===== config.mk =====
export PLATFORM = sky130hd
export DESIGN_NAME = rr_mux_arbiter
export DESIGN_NICKNAME = d
export VERILOG_FILES = /design/src/rtl/rr_mux_arbiter.sv
export SDC_FILE = /design/constraint.sdc
export NUM_CORES = 1
export LEC_CHECK = 0
export CORE_ASPECT_RATIO = 1.2
export CORE_MARGIN = 4
export CORE_UTILIZATION = 40
export DETAILED_ROUTE_END_ITERATION = 8
export MAX_ROUTING_LAYER = met4
export PLACE_DENSITY_LB_ADDON = 0.05
export SLEW_MARGIN = 20
export SYNTH_ARGS = -nofsm -noshare
export SYNTH_HDL_FRONTEND = slang
export SYNTH_SLANG_ARGS = --single-unit

===== constraint.sdc =====
create_clock -name clk -period 3 [get_ports clk]
set_input_delay 0.45 -clock clk [delete_from_list [all_inputs] [get_ports clk]]
set_output_delay 0.45 -clock clk [all_outputs]
set_load 0.02 [all_outputs]

===== src/rtl/rr_mux_arbiter.sv =====
// rr_mux_arbiter
//   Registered N-to-1 datapath mux with an internal arbiter. Several producers
//   share one consumer through valid/ready handshakes; a single output register
//   stage gives one cycle of latency at one word per cycle.
//
// Parameters
//   WIDTH    data bits per channel
//   NUM_CH   number of input channels (2..16)
//   RR_MODE  1 = round-robin, 0 = fixed priority (lowest index wins)
//   SEL_W    width of out_sel, derived from NUM_CH
//
// Ports
//   clk        rising-edge clock
//   rst_n      asynchronous active-low reset
//   in_data    flattened channel data, channel i at [i*WIDTH +: WIDTH]
//   in_valid   per-channel request
//   in_ready   per-channel accept, one-hot or zero
//   out_data   registered selected data
//   out_sel    registered index of the channel that supplied out_data
//   out_valid  output register holds valid data
//   out_ready  consumer accepts out_data
module rr_mux_arbiter #(
  parameter int WIDTH   = 32,
  parameter int NUM_CH  = 2,
  parameter int RR_MODE = 1,
  localparam int SEL_W  = $clog2(NUM_CH)
) (
  input  logic                    clk,
  input  logic                    rst_n,
  input  logic [NUM_CH*WIDTH-1:0] in_data,
  input  logic [NUM_CH-1:0]       in_valid,
  output logic [NUM_CH-1:0]       in_ready,
  output logic [WIDTH-1:0]        out_data,
  output logic [SEL_W-1:0]        out_sel,
  output logic                    out_valid,
  input  logic                    out_ready
);

  localparam logic [SEL_W-1:0] LAST_CH = SEL_W'(NUM_CH - 1);

  logic [SEL_W-1:0]  ptr;
  logic [SEL_W-1:0]  base;
  logic [SEL_W-1:0]  win_idx;
  logic [SEL_W-1:0]  ptr_next;
  logic              found;
  logic              load_en;
  logic              xfer;
  logic [NUM_CH-1:0] grant;
  logic [WIDTH-1:0]  win_data;

  // Output register can take a word when empty or being drained this cycle.
  assign load_en = !out_valid || out_ready;

  // Fixed-priority mode is round-robin scanning from a pointer pinned at 0.
  assign base = (RR_MODE != 0) ? ptr : '0;

  // Scan upward from base, wrapping at NUM_CH-1 (not at 2^SEL_W-1).
  always_comb begin
    int               idx;
    logic [SEL_W-1:0] cand;
    found   = 1'b0;
    win_idx = '0;
    idx     = 0;
    cand    = '0;
    for (int k = 0; k < NUM_CH; k++) begin
      idx = int'(base) + k;
      if (idx >= NUM_CH) idx = idx - NUM_CH;
      cand = idx[SEL_W-1:0];
      if (!found && in_valid[cand]) begin
        found   = 1'b1;
        win_idx = cand;
      end
    end
  end

  always_comb begin
    grant          = '0;
    grant[win_idx] = found;
  end

  always_comb begin
    win_data = '0;
    for (int k = 0; k < NUM_CH; k++) begin
      if (win_idx == SEL_W'(k)) win_data = in_data[k*WIDTH +: WIDTH];
    end
  end

  // rst_n gates in_ready so nothing looks accepted while reset is held.
  assign in_ready = (rst_n && load_en) ? grant : '0;
  assign xfer     = |in_ready;
  assign ptr_next = (win_idx == LAST_CH) ? '0 : win_idx + 1'b1;

  always_ff @(posedge clk or negedge rst_n) begin
    if (!rst_n) begin
      out_valid <= 1'b0;
      out_data  <= '0;
      out_sel   <= '0;
      ptr       <= '0;
    end else begin
      if (xfer) begin
        out_data  <= win_data;
        out_sel   <= win_idx;
        out_valid <= 1'b1;
        if (RR_MODE != 0) ptr <= ptr_next;
      end else if (out_ready) begin
        out_valid <= 1'b0;
      end
    end
  end

endmodule


==> results.json <==
{
  "run_status": "complete, no violations",
  "postLayoutCoreUtil_pct": 68.00,
  "finalSetupViolCount": 0,
  "clk_buf_depth": 2,
  "antenna_cells": 0,
  "power_frac_clock_pct": 19.7,
  "period_share_pct": 79.51,
  "worstPathArrival_ns": 1.94,
  "drtPass1Iterations": 5,
  "floorplan.initialDensity_pct": 41.60,
  "area_share_of_the_leading_cell_type_in_the_synthesized_netlist_pct": 49.40,
  "postSynthAreaPerCell_um2": 10.43,
  "synth_warnings": 0,
  "die-area_um2": 5566,
  "worst_slew_pin_slew_ns": 0.7756,
  "post_synth_most_frequent_cells": "sky130_fd_sc_hd__dfrtp_1, sky130_fd_sc_hd__inv_1, sky130_fd_sc_hd__nand2_1",
  "first_global_vias": 1639,
  "clk-insertion-delay-late_ns": 0.28,
  "ctsRootBufferMaster": "sky130_fd_sc_hd__clkbuf_8",
  "final-hold-violation-count": 0,
  "ys_async_sr_fraction_pct": 100.0,
  "synth_top_area_cell": "sky130_fd_sc_hd__dfrtp_1",
  "remaining_drc_errors": 0,
  "hpwl_mm": 3.670,
  "totalNegativeSetupSlack_ns": 0,
  "gp_congestion": 0.7799,
  "cts_repair_resize_count": 0,
  "synth_seq_cells": 35,
  "die_width_um": 68.78,
  "clock_transition_time_at_the_flip_flop_clock_pins_of_the_worst_setup_and_hold_paths_ns": 0.07,
  "ir_worst_vdd_mv": 0.2733,
  "combPwrFrac_pct": 40.7,
  "synth_seq_area_share_pct": 49.40,
  "cts_sinks": 35,
  "worst_skew_ns": 0.003536,
  "final_worst_hold_slack_ns": 0.3137,
  "post_cts_hold_buffers": 0,
  "share_seq_of_total_power_pct": 39.6,
  "critical_path_class": "in -> out",
  "pin_count": 105,
  "slew_headroom_pct": 48.29,
  "post_synth_inst_count": 170,
  "fmax_mhz": 419.2,
  "yosysMostFrequentCell": "sky130_fd_sc_hd__dfrtp_1",
  "synthesis.area_um2": 1773,
  "layout-drive-gt1-share_pct": 5.576,
  "vias_per_cell": 5.369,
  "postCtsSetupBuffers": 0,
  "maxCapViolations": 0,
  "grt_setup_unrepaired": "false",
  "max_slew_violation_count": 0,
  "area.growth.synth_to_final_pct": 63.44,
  "synth_flop_type": "sky130_fd_sc_hd__dfrtp_1",
  "power.share.switching_pct": 32.29,
  "power.net_switching_mw": 0.5137,
  "power_density_nw_per_um2": 549.0,
  "timing.hold.worst.class": "in -> async",
  "row_count": 26,
  "die_height_um": 80.93,
  "grt_first_pass_wirelength_mm": 8.224,
  "crit_path_end_kind": "primary output",
  "tritoncts_clock_tree": "built",
  "post-route-min-period_ns": 2.385,
  "main_area_contributors_after_synthesis": "sky130_fd_sc_hd__dfrtp_1, sky130_fd_sc_hd__a221o_1, sky130_fd_sc_hd__nor4b_1, sky130_fd_sc_hd__inv_1, sky130_fd_sc_hd__nand2_1",
  "cellLeakagePower_nw": 1.259,
  "p_int_mw": 1.077,
  "cts-htree-levels": 2,
  "grt_util_all_layers_pct": 20.17,
  "layout.nets": 339,
  "core_um2": 4262,
  "drt-total-wl_mm": 5.301,
  "cts-buffers-inserted": 5,
  "netlist-cell-type-count": 17,
  "route.vias.total": 1745,
  "pin_count_of_the_biggest_net_entering_global_routing": 60,
  "synth.net_count": 239,
  "crit_required_ns": 2.55,
  "grt_overflow_total": 0,
  "first_iter_violations": 258,
  "antenna_viol_nets_final": 0,
  "number_of_antenna_violations_at_the_first_check_in_global_routing": 0,
  "count_of_port_buffers_added_during_placement": 104,
  "routedWlPerCell_um": 16.31,
  "path_max_fanout": 3,
  "startpoint_class_of_the_critical_path": "input pin",
  "synth_enable_flop_cells": 0,
  "p_total_mw": 1.591
}
[final cells by class]
class,instances,area [um2]
Inverter,29,108.9
Tap cell,56,70.07
Timing Repair Buffer,111,1089
Multi-Input combinational cell,88,681.9
Sequential cell,35,875.8
Clock buffer,6,72.57
Fill cell,344,1364
[kinds of logic (layout without fill, tap and decap cells)]
logic type	Yosys count	after routing	synth area share (%)
buffers and inverters	47	146	12.28
AO/OA/AOI/OAI	35	35	19.34
AND/OR/NAND/NOR	53	53	18.98
flip-flops	35	35	49.40
[flip-flops by register name, summed over array words and instances, names as in the netlist]
signal and count:
out_data 32, out_sel 1, out_valid 1, base 1
[path summary, 6_finish.rpt]
check	from	end	slack [ns]	depth (start not counted)
max	in_valid[0]	in_ready[1]	0.61	4
min	rst_n	out_data[2]$_DFFE_PN0P_	0.31	2
min reg2reg	out_data[22]$_DFFE_PN0P_	out_data[22]$_DFFE_PN0P_	0.51	1
max reg2reg	out_valid$_DFFE_PN0P_	out_data[17]$_DFFE_PN0P_	1.41	3
min in group clk	out_data[22]$_DFFE_PN0P_	out_data[22]$_DFFE_PN0P_	0.51	1
max in group asynchronous	rst_n	out_data[22]$_DFFE_PN0P_	2.29	2
[power by group through the flow]
stage	Clock (mW)	Combinational [mW]	Sequential, mW
detailed placement	0	0.652	0.638
global route	0.341	0.693	0.640
global placement	0	0.650	0.636
finish	0.313	0.648	0.630
floorplan	0	0.187	0.759
CTS	0.323	0.656	0.630
[routing by layer]
metal  routed length (um)  global-route usage [%]
met3                  429                   5.671
met1                 2260                   26.51
met2                 2592                   30.56
met4                   19                   5.263
met5                    0                       -
[worst max-delay path: stages]
cell	delay, ns
sky130_fd_sc_hd__clkdlybuf4s50_1	0.44
sky130_fd_sc_hd__nor2b_2	0.17
sky130_fd_sc_hd__and4b_1	0.27
sky130_fd_sc_hd__clkdlybuf4s50_1	0.61
[layout by cell type, fill, tap and decap left out, drive strengths merged]
| cell | netlist | final |
|---|---|---|
| dfrtp | 35 | 35 |
| a221o | 23 | 23 |
| a222oi | 9 | 9 |
| nand2b | 1 | 1 |
| and2b | 1 | 1 |
| clkdlybuf4s50 | 0 | 103 |
| buf | 11 | 8 |
| nand2 | 25 | 25 |
| and4b | 1 | 1 |
| inv | 29 | 29 |
| clkbuf | 7 | 6 |
| o211ai | 1 | 1 |
| nor2b | 1 | 1 |
| o21bai | 2 | 2 |
| and4 | 1 | 1 |
| nor4b | 23 | 23 |
[stage by stage]
step	area, um2	setup WS (ns)	cells
floorplan	1773	1.366	170
global placement	2825	0.6326	319
detailed placement	2825	0.6283	319
CTS	2898	0.6143	325
global route	2898	0.5401	325
finish	2898	0.6147	325
No activity file was read; power rests on OpenSTA's default activity.
